$ cat src/rtl/uart_cmd_pkg.sv
`default_nettype none
// ============================================================================
// Module   : uart_cmd_pkg
// Brief    : ASCII constants, FSM state type and hex helpers for the command
//            responder.
// Revision : 1.0  initial release
// ============================================================================
package uart_cmd_pkg;

  localparam logic [7:0] CHAR_R = 8'h52;
  localparam logic [7:0] CHAR_W = 8'h57;
  localparam logic [7:0] CHAR_K = 8'h4B;
  localparam logic [7:0] CHAR_Q = 8'h3F;
  localparam logic [7:0] CR     = 8'h0D;
  localparam logic [7:0] LF     = 8'h0A;
  localparam logic [7:0] SP     = 8'h20;

  typedef enum logic [1:0] {
    IDLE = 2'd0,
    ARG  = 2'd1,
    RESP = 2'd2
  } state_t;

  function automatic logic [7:0] hex_enc(input logic [3:0] v);
    return (v < 4'd10) ? (8'h30 + {4'h0, v}) : (8'h37 + {4'h0, v});
  endfunction

  // Returns {valid, nibble}; letters in either case map through their low nibble + 9.
  function automatic logic [4:0] hex_dec(input logic [7:0] c);
    if (c >= 8'h30 && c <= 8'h39)
      return {1'b1, c[3:0]};
    else if ((c >= 8'h41 && c <= 8'h46) || (c >= 8'h61 && c <= 8'h66))
      return {1'b1, c[3:0] + 4'd9};
    else
      return 5'b0;
  endfunction

endpackage
`default_nettype wire

$ cat src/rtl/uart_resp_serializer.sv
`default_nettype none
// ============================================================================
// Module   : uart_resp_serializer
// Brief    : Presents a loaded reply of 1..4 bytes on a valid/ready stream.
// Revision : 1.0  initial release
// ============================================================================
module uart_resp_serializer (
  input  logic        clk,
  input  logic        rst,
  input  logic        load,
  input  logic [31:0] load_data,
  input  logic [2:0]  load_len,
  output logic [7:0]  out_data,
  output logic        out_valid,
  input  logic        out_ready,
  output logic        done
);

  logic [31:0] r_buf;
  logic [2:0]  r_len;
  logic [2:0]  r_idx;
  logic [7:0]  w_next_byte;

  // r_idx counts bytes already presented, so it also selects the next one.
  assign w_next_byte = r_buf[{r_idx[1:0], 3'b000} +: 8];
  assign done        = out_valid && out_ready && (r_idx == r_len);

  always_ff @(posedge clk) begin
    if (rst) begin
      r_buf     <= 32'h0;
      r_len     <= 3'd0;
      r_idx     <= 3'd0;
      out_data  <= 8'h00;
      out_valid <= 1'b0;
    end else if (load) begin
      r_buf     <= load_data;
      r_len     <= load_len;
      r_idx     <= 3'd1;
      out_data  <= load_data[7:0];
      out_valid <= 1'b1;
    end else if (out_valid && out_ready) begin
      if (r_idx == r_len) begin
        out_valid <= 1'b0;
      end else begin
        out_data <= w_next_byte;
        r_idx    <= r_idx + 3'd1;
      end
    end
  end

endmodule
`default_nettype wire

$ cat src/rtl/uart_cmd_responder.sv
`default_nettype none
// ============================================================================
// Module   : uart_cmd_responder
// Brief    : Parses ASCII R<aa>/W<aadd> commands against a byte register file
//            and replies in ASCII on the device-to-host stream.
// Revision : 1.0  initial release
// ============================================================================
module uart_cmd_responder
  import uart_cmd_pkg::*;
#(
  parameter int         NUM_REGS       = 4,
  parameter logic [7:0] ID_VALUE       = 8'hA5,
  parameter int         TIMEOUT_CYCLES = 48_000_000
) (
  input  logic                  clk_48mhz,
  input  logic                  reset,
  input  logic [7:0]            in_data,
  input  logic                  in_valid,
  output logic                  in_ready,
  output logic [7:0]            out_data,
  output logic                  out_valid,
  input  logic                  out_ready,
  output logic [NUM_REGS*8-1:0] regs
);

  localparam int              TW      = $clog2(TIMEOUT_CYCLES + 1);
  localparam int              AW      = $clog2(NUM_REGS);
  localparam logic [TW-1:0]   C_TMO   = TW'(TIMEOUT_CYCLES);
  localparam logic [8:0]      C_NREGS = 9'(NUM_REGS);
  localparam logic [31:0]     C_Q_REPLY = {8'h00, LF, CR, CHAR_Q};
  localparam logic [31:0]     C_K_REPLY = {8'h00, LF, CR, CHAR_K};

  state_t        r_state;
  logic [15:0]   r_acc;
  logic [2:0]    r_nib;
  logic          r_is_wr;
  logic [TW-1:0] r_timer;

  logic          w_accept, w_tmo, w_idle_like, w_done;
  logic          w_is_r, w_is_w, w_is_ws;
  logic [4:0]    w_dec;
  logic [15:0]   w_acc_next;
  logic [7:0]    w_rd_val;
  logic          w_load, w_wr_en;
  logic [31:0]   w_load_data;
  logic [2:0]    w_load_len;
  logic [7:0]    w_file [NUM_REGS];

  assign in_ready    = !reset && (r_state != RESP);
  assign w_accept    = in_valid && in_ready;
  assign w_tmo       = (r_state == ARG) && (r_timer == C_TMO);
  // A byte landing on the timeout edge is parsed as a fresh command byte.
  assign w_idle_like = (r_state == IDLE) || w_tmo;
  assign w_is_r      = (in_data == CHAR_R) || (in_data == (CHAR_R | 8'h20));
  assign w_is_w      = (in_data == CHAR_W) || (in_data == (CHAR_W | 8'h20));
  assign w_is_ws     = (in_data == CR) || (in_data == LF) || (in_data == SP);
  assign w_dec       = hex_dec(in_data);
  assign w_acc_next  = {r_acc[11:0], w_dec[3:0]};
  assign w_rd_val    = w_file[w_acc_next[AW-1:0]];

  always_comb begin
    w_load      = 1'b0;
    w_load_data = 32'h0;
    w_load_len  = 3'd0;
    w_wr_en     = 1'b0;
    if (w_accept && w_idle_like) begin
      if (!(w_is_r || w_is_w || w_is_ws)) begin
        w_load = 1'b1; w_load_data = C_Q_REPLY; w_load_len = 3'd3;
      end
    end else if (w_accept && r_state == ARG) begin
      if (!w_dec[4]) begin
        w_load = 1'b1; w_load_data = C_Q_REPLY; w_load_len = 3'd3;
      end else if (r_nib == 3'd1) begin
        w_load = 1'b1; w_load_data = C_Q_REPLY; w_load_len = 3'd3;
        if (!r_is_wr) begin
          if ({1'b0, w_acc_next[7:0]} < C_NREGS) begin
            w_load_data = {LF, CR, hex_enc(w_rd_val[3:0]), hex_enc(w_rd_val[7:4])};
            w_load_len  = 3'd4;
          end
        end else if (w_acc_next[15:8] != 8'h00 && {1'b0, w_acc_next[15:8]} < C_NREGS) begin
          w_wr_en     = 1'b1;
          w_load_data = C_K_REPLY;
        end
      end
    end
  end

  always_ff @(posedge clk_48mhz) begin
    if (reset) begin
      r_state <= IDLE;
      r_acc   <= 16'h0;
      r_nib   <= 3'd0;
      r_is_wr <= 1'b0;
      r_timer <= '0;
    end else begin
      if (r_state == ARG && !w_accept && !w_tmo)
        r_timer <= r_timer + 1'b1;
      else
        r_timer <= '0;

      if (w_load) begin
        r_state <= RESP;
      end else if (r_state == RESP) begin
        if (w_done) r_state <= IDLE;
      end else if (w_accept && w_idle_like) begin
        r_acc <= 16'h0;
        if (w_is_r || w_is_w) begin
          r_state <= ARG;
          r_nib   <= w_is_w ? 3'd4 : 3'd2;
          r_is_wr <= w_is_w;
        end else begin
          r_state <= IDLE;
        end
      end else if (w_accept) begin
        r_acc <= w_acc_next;
        r_nib <= r_nib - 3'd1;
      end else if (w_tmo) begin
        r_state <= IDLE;
      end
    end
  end

  for (genvar n = 0; n < NUM_REGS; n++) begin : g_regs
    if (n == 0) begin : g_id
      assign w_file[n] = ID_VALUE;
    end else begin : g_rw
      logic [7:0] r_val;
      always_ff @(posedge clk_48mhz) begin
        if (reset)
          r_val <= 8'h00;
        else if (w_wr_en && w_acc_next[15:8] == 8'(n))
          r_val <= w_acc_next[7:0];
      end
      assign w_file[n] = r_val;
    end
    assign regs[8*n +: 8] = w_file[n];
  end

  uart_resp_serializer u_ser (
    .clk       (clk_48mhz),
    .rst       (reset),
    .load      (w_load),
    .load_data (w_load_data),
    .load_len  (w_load_len),
    .out_data  (out_data),
    .out_valid (out_valid),
    .out_ready (out_ready),
    .done      (w_done)
  );

endmodule
`default_nettype wire
$ cat config.mk
export PLATFORM = sky130hd
export DESIGN_NAME = uart_cmd_responder
export DESIGN_NICKNAME = d
export VERILOG_FILES = /design/src/rtl/uart_cmd_pkg.sv /design/src/rtl/uart_resp_serializer.sv /design/src/rtl/uart_cmd_responder.sv
export SDC_FILE = /design/constraint.sdc
export NUM_CORES = 1
export LEC_CHECK = 0
export CAP_MARGIN = 20
export CORE_MARGIN = 1
export CORE_UTILIZATION = 60
export CTS_CLUSTER_DIAMETER = 100
export CTS_CLUSTER_SIZE = 8
export DETAILED_ROUTE_END_ITERATION = 8
export PLACE_DENSITY = 0.94
export REMOVE_ABC_BUFFERS = 1
export SETUP_SLACK_MARGIN = 0.2
export SLEW_MARGIN = 30
export SYNTH_ARGS = -nofsm -noshare
export SYNTH_HDL_FRONTEND = slang
export SYNTH_SLANG_ARGS = --single-unit
$ cat constraint.sdc
create_clock -name clk_48mhz -period 5.85 [get_ports clk_48mhz]
set_clock_uncertainty 0.2 [all_clocks]
set_input_delay 1.17 -clock clk_48mhz [delete_from_list [all_inputs] [get_ports clk_48mhz]]
set_output_delay 1.17 -clock clk_48mhz [all_outputs]
set_load 0.01 [all_outputs]
* After elaboration in Yosys (flattened, before gate mapping)
Index checks and enable logic that the tools add are counted.
** Cells by class
- Add/subtract/negate cells :: 8
- $lt $le $gt $ge :: 11
- Eq/ne operators :: 22
- Shift-type cells :: 1
- Muxes and demuxes :: 55
- Bitwise operators :: 5
- Reductions and logical operators :: 44
** Operator list (number)
- 2-to-1 mux 32 bit :: 5
- 2-to-1 mux 8 bit :: 5
- == test 8 x 7 -> 1 bit (second input constant) :: 4
- variable part select 32 x 6 -> 8 bit :: 1
- 2-to-1 mux 3 bit :: 10
- adder 6 x 4 -> 7 bit (first input constant) :: 4
- 2-to-1 mux 28 bit :: 1
- adder 26 x 1 -> 26 bit (second input constant) :: 1
- == test 26 bit (second input constant) :: 1
- 2-to-1 mux 12 bit :: 2
- 2-to-1 mux 7 bit :: 3
- 2-to-1 mux 20 bit :: 1
- 2-to-1 mux 1 bit :: 18
- binary-select mux 8 bit (select 2 bit) :: 1
- == test 8 x 2 -> 1 bit (second input constant) :: 2
- == test 8 x 4 -> 1 bit (second input constant) :: 2
- >= comparator 8 x 7 -> 1 bit (second input constant) :: 2
- <= comparator 8 x 7 -> 1 bit (second input constant) :: 2
- logical AND 1 bit :: 16
- less-than comparator 8 x 3 -> 1 bit (second input constant) :: 2
- 2-to-1 mux 2 bit :: 7
- 2-to-1 mux 5 bit :: 2
- AND reduction 3 bit :: 3
- == test 8 x 1 -> 1 bit (second input constant) :: 1
- other kinds (28) :: 50
** Storage, ports and cells
- Bits in registers :: 115
- Input bits :: 12
- Output and inout port bits :: 42
- Word-level logic and storage cells :: 161

* Logic depth before layout (Yosys ltp)
- Depth in word-level cells :: 18
- Depth in mapped cells :: 13
- Gate-level depth less buffers :: 12

* Modules after synthesis
Synthesis repeated with hierarchy kept, for this count alone.
** Unflattened totals
- Cell total of the unflattened synthesis :: 658
- Area total of the unflattened synthesis :: 5994.5 µm²
** By module, submodules not included
- uart_cmd_responder :: times used 1, cells each 454, area an instance 3882.5 µm², sequential area each 1361.3 µm²
- uart_resp_serializer :: times used 1, cells each 204, area an instance 2112.0 µm², sequential area each 940.9 µm²

* Worst setup path before layout
OpenSTA, ideal clock, no wires.
- Path kind :: input port to flip-flop
- Start point :: in in_data[3]
- End point :: reg u_ser.out_data[4]
- Setup time :: 135 ps
- Arrival :: 3674 ps
- Data required time :: 5515 ps
- Path slack :: 1841 ps
- Cell stages on the path :: 12
- Path buffers :: 2
- Path through :: buf_6 -> or4b_4 -> nor4b_4 -> nor2_2 -> buf_6 -> a21o_1 -> and2_1 -> ha_1 -> a311oi_1 -> o311ai_1 -> a21oi_1 -> a211oi_1
** On the way
- Word-level cells in the longest chain between the ends :: 18
- Elaborated cells on any way between the ends :: 50
- Those cells by class :: 3 x add/sub; 8 x order compare; 8 x eq/ne; 18 x mux; 1 x bitwise; 12 x reduce/logical
** Ends and longest elaborated chain
- start, declared :: RTL line uart_cmd_responder.sv:17 : input logic [7:0] in_data,
- >= comparator 8 x 7 -> 1 bit / <= comparator 8 x 7 -> 1 bit (equally long branches) :: RTL line uart_cmd_pkg.sv:32 : else if ((c >= 8'h41 && c <= 8'h46) || (c >= 8'h61 && c <= 8'h66))
- logical AND 1 bit :: RTL line uart_cmd_pkg.sv:32
- logical OR 1 bit :: RTL line uart_cmd_pkg.sv:32
- 2-to-1 mux 5 bit :: RTL line uart_cmd_pkg.sv:32
- 2-to-1 mux 5 bit :: RTL line uart_cmd_pkg.sv:30 : if (c >= 8'h30 && c <= 8'h39)
- inverter 2 -> 3 bit (not written as such) :: RTL line uart_cmd_responder.sv:59 : assign w_rd_val = w_file[w_acc_next[AW-1:0]];
- binary-select mux 8 bit (select 2 bit) :: RTL line uart_cmd_responder.sv:59
- 2-to-1 mux 8 bit (not written as such) (2 in a row) :: RTL line uart_cmd_responder.sv:59
- adder 6 x 4 -> 7 bit / less-than comparator 4 bit (equally long branches) :: RTL line uart_cmd_pkg.sv:25 : return (v < 4'd10) ? (8'h30 + {4'h0, v}) : (8'h37 + {4'h0, v});
- 2-to-1 mux 7 bit :: RTL line uart_cmd_pkg.sv:25
- 2-to-1 mux 28 bit :: RTL line uart_cmd_responder.sv:76 : if ({1'b0, w_acc_next[7:0]} < C_NREGS) begin
- 2-to-1 mux 32 bit :: RTL line uart_cmd_responder.sv:75 : if (!r_is_wr) begin
- 2-to-1 mux 32 bit :: RTL line uart_cmd_responder.sv:73 : end else if (r_nib == 3'd1) begin
- 2-to-1 mux 32 bit :: RTL line uart_cmd_responder.sv:71 : if (!w_dec[4]) begin
- 2-to-1 mux 32 bit :: RTL line uart_cmd_responder.sv:70 : end else if (w_accept && r_state == ARG) begin
- 2-to-1 mux 32 bit :: RTL line uart_cmd_responder.sv:66 : if (w_accept && w_idle_like) begin
- 2-to-1 mux 8 bit :: RTL line uart_resp_serializer.sv:35 : end else if (load) begin
- end signal, assigned :: RTL line uart_resp_serializer.sv:39 : out_data <= load_data[7:0];
- end signal, assigned :: RTL line uart_resp_serializer.sv:45 : out_data <= w_next_byte;
- end, declared :: RTL line uart_resp_serializer.sv:13 : output logic [7:0] out_data,
Parallel ways exist; a longest one is shown, timed or not. The select of a mux whose other input is x is not followed.
A chain may end at the register's enable or synchronous reset.

* Worst setup path in the final report
- Start point :: in in_data[0]
- End point :: reg u_ser.out_data[4]
Same word-level chain as after synthesis.

==> out/results.tsv <==
stage	metric	value	unit
outcome	status	completed	
timing	final hold vios	0	
cts	post-CTS setup repair buffer count	0	
critical_path	Crit. End Element	register	
critical_path	Crit path max-delay family	compound AO/OA/AOI/OAI gates	
synthesis	synthesized area per cell	8.84	um2
final_layout	layout cell share with drive strength beyond 1	7.97	%
final_layout	P&R area growth vs syn	12.6	%
critical_path	CP max-delay cell	a211oi_1	
pwr	Leak	2.00	nW
pwr	cell internal pwr	0.968	mW
cts	Reg clk slew, reported paths	0.10	ns
routing	DR pass1 iterations	5	
die	Ports	54	
timing	setup violators final	0	
pwr	Comb power frac	9.7	%
final_layout	post-route cell area	5630	um2
cts	CTS tree	done	
final_layout	Nets	620	
timing	setup tns final	0	ns
synthesis	Synth warnings	0	
synthesis	post-synthesis cell area	5000	um2
pwr	Worst IR Drop VDD	0.135	mV
cts	insertion delay to the later sink of the worst-skew pair	0.38	ns
critical_path	CP bufs+invs	3	
die	Die Area	8710	um2
cts	Sink Count	96	
routing	Routed WL	12100	um
pwr	clock network power share	37.6	%
die	Die X-Extent	93.3	um
timing	RSZ-0062 raised after global routing	no	
synthesis	Most used DFF post-synth	dfxtp_1	
synthesis	EDFF count, synth	0	
placed_design	GPL Wtd Cong	0.925	
cts	clock root buffer	clkbuf_8	
synthesis	Syn Inst Count	566	
global_route	gr usage total	29.4	%
routing	drt first-iter violations	342	
die	Rows	32	
critical_path	Worst EP required	5.88	ns
timing	Max Slew Vio Count	0	
cts	cts hold-fix bufs	0	
timing	min cycle time layout	4.76	ns
routing	wire length per cell	17.2	um
timing	Worst-Margin Slew	0.908	ns
placed_design	I/O Buffers	44	
synthesis	sequential-to-total area share from yosys stat	38.4	%
die	core area	7890	um2
critical_path	CP Max Fanout	7	
placed_design	DP Area	5410	um2
pwr	total power	1.30	mW
routing	antenna-violating nets left	0	
timing	Worst slew margin	39.2	%
global_route	GR Overflow Total	0	
timing	fmax	0.210	GHz
global_route	largest net degree at the start of global routing	54	
final_layout	Inserted Diodes	0	
placed_design	Final HPWL DP	8470	um
pwr	sw power	0.331	mW
synthesis	register bit total from synthesis	96	
die	die height	93.3	um
critical_path	crit-path max cell delay	0.67	ns
timing	crit share post-route	81.5	%
critical_path	CP Data Arrival Time	4.80	ns
run	max cap viols	0	
critical_path	crit path launch type	primary input	
synthesis	post-synth cell types	86	
cts	H-tree depth	3	
global_route	vias in the first global route	4213	
cts	CTS Buf Count	9	
synthesis	Async SR Flop Fraction	0	%
critical_path	CP Class	in2reg	
pwr	Switching Share	25.5	%
global_route	initial antenna violation count	0	
routing	total number of vias	4452	
pwr	Pwr Density	231	nW/um2
pwr	Flop pwr share	52.7	%
critical_path	crit-path cells	clkdlybuf4s50_1, inv_1, ha_1, o21bai_1, a211oi_1, o21ai_0, a31oi_1, inv_1, ha_1, a311oi_1, o311ai_1, a21oi_1, a211oi_1	
routing	vias per cell	6.32	
routing	DRC Markers	0	
die	starting density of the core	63.4	%
cts	post-cts sizing count	0	
min_path	type of the worst min-delay path	reg2reg	
global_route	first-pass GRT wire length	20300	um
cts	Clock Tree Buf Depth	2	
==> placed cells by master, fill, tap and decap left out, types with 3 or more instances in the layout <==
cell type        synthesis  final
a211oi_1                 6      6
a21o_1                   9      9
a21oi_1                 24     24
a22o_1                   3      3
a22oi_1                 12     12
a311oi_1                 4      4
a31oi_1                  3      3
and2_1                   3      3
and3_1                  12     12
clkbuf_8                 0      9
clkdlybuf4s50_1          0     43
conb_1                   2      9
dfxtp_1                 96     96
ha_1                    11     11
inv_1                   16     16
mux2_2                   4      4
mux2i_1                 29     29
nand2_1                 37     37
nand2b_1                 3      3
nand3_1                 26     26
nand4_1                  8      8
nor2_1                  83     83
nor3_1                   8      8
nor4bb_1                 3      3
o211ai_1                 4      4
o21ai_0                 27     27
o31ai_1                  4      4
or3_1                    7      7
xnor2_1                 11     11
xor2_1                  13     13
==> per-layer routing <==
layer | GRT usage, % | vias up | wire [um]
met5 | 0 | - | 0
met4 | 11.8 | 0 | 344
met3 | 5.12 | 39 | 891
met2 | 48.6 | 190 | 5710
met1 | 38.0 | 2122 | 5170
li1 | - | 2101 | -
==> sequential cells by signal (all words and copies together), names as in the netlist <==
signal and cells:
g_regs.g_rw.r_val 24, r_acc 12, r_is_wr 1, r_nib 3, r_state 2, r_timer 26, u_ser.out_data 7, u_ser.out_valid 1
u_ser.r_buf 16, u_ser.r_idx 3, u_ser.r_len 1
==> cells in the mapped netlist, drive strengths merged (12+ instances only) <==
cell type,instances,area [um2]
buf,19,141
mux2i,29,290
o21ai,28,140
and3,12,75.1
clkbuf,14,52.6
inv,16,60.1
nand2,38,145
dfxtp,96,1920
a21oi,24,120
a22oi,12,90.1
nor2,84,318
nor3,12,92.6
nand3,26,130
xor2,13,114
==> logic make-up (layout without fill, tap and decap cells) <==
group,count (synthesis),in the layout,synth area share (%)
AND/OR/NAND/NOR,219,219,22.9
buffers and inverters,50,79,5.15
multiplexers,35,35,7.60
AO/OA/AOI/OAI,129,129,18.9
adder cells (fa/ha/maj),11,11,2.75
other,2,9,0.150
XOR/XNOR,24,24,4.20
flip-flops,96,96,38.4
==> layout make-up <==
| class | count | area [um2] |
|---|---|---|
| Tap cell | 102 | 128 |
| Multi-Input combinational cell | 427 | 2850 |
| Clock buffer | 10 | 128 |
| Sequential cell | 96 | 1920 |
| Inverter | 17 | 63.8 |
| Timing Repair Buffer | 46 | 450 |
| Clock inverter | 6 | 92.6 |
| Fill cell | 570 | 2250 |
==> worst reg2reg max path: cells and delay by family, from the launching register on <==
family,cells,cell delay (ns)
flops,1,0.36
compound gates,2,0.62
simple gates,5,2.28
==> per-stage QoR <==
step / hold slack, ns / instances / worst slack (ns) / util [%]
global route: 0.291 / 704 / 0.781 / 71.4
detailed placement: 0.259 / 688 / 0.879 / 68.6
global placement: 0.234 / 688 / 1.08 / 68.6
floorplan: 0.226 / 540 / 1.89 / -
finish: 0.279 / 704 / 1.09 / 71.4
CTS: 0.280 / 704 / 1.23 / 71.4
==> worst paths after layout <==
path                            slack, ns  cells past startpoint                        endpoint                        start
worst max-delay path                 1.09                     13  u_ser.out_data[4]$_SDFFE_PP0P_                   in_data[0]
worst min-delay path                 0.28                      2     u_ser.r_buf[3]$_SDFFE_PP0P_  u_ser.r_buf[3]$_SDFFE_PP0P_
worst max register to register       2.30                      7    u_ser.r_buf[13]$_SDFFE_PP0P_        r_timer[8]$_SDFF_PP0_
worst min register to register       0.28                      2     u_ser.r_buf[3]$_SDFFE_PP0P_  u_ser.r_buf[3]$_SDFFE_PP0P_
==> power groups by stage <==
stage	clock, mW	combinational [mW]	sequential, mW
floorplan	0	0.0749	0.697
global placement	0	0.119	0.698
detailed placement	0	0.123	0.699
CTS	0.488	0.124	0.684
global route	0.516	0.138	0.686
finish	0.489	0.126	0.684
Note: power is estimated with default switching activity, not from simulation.
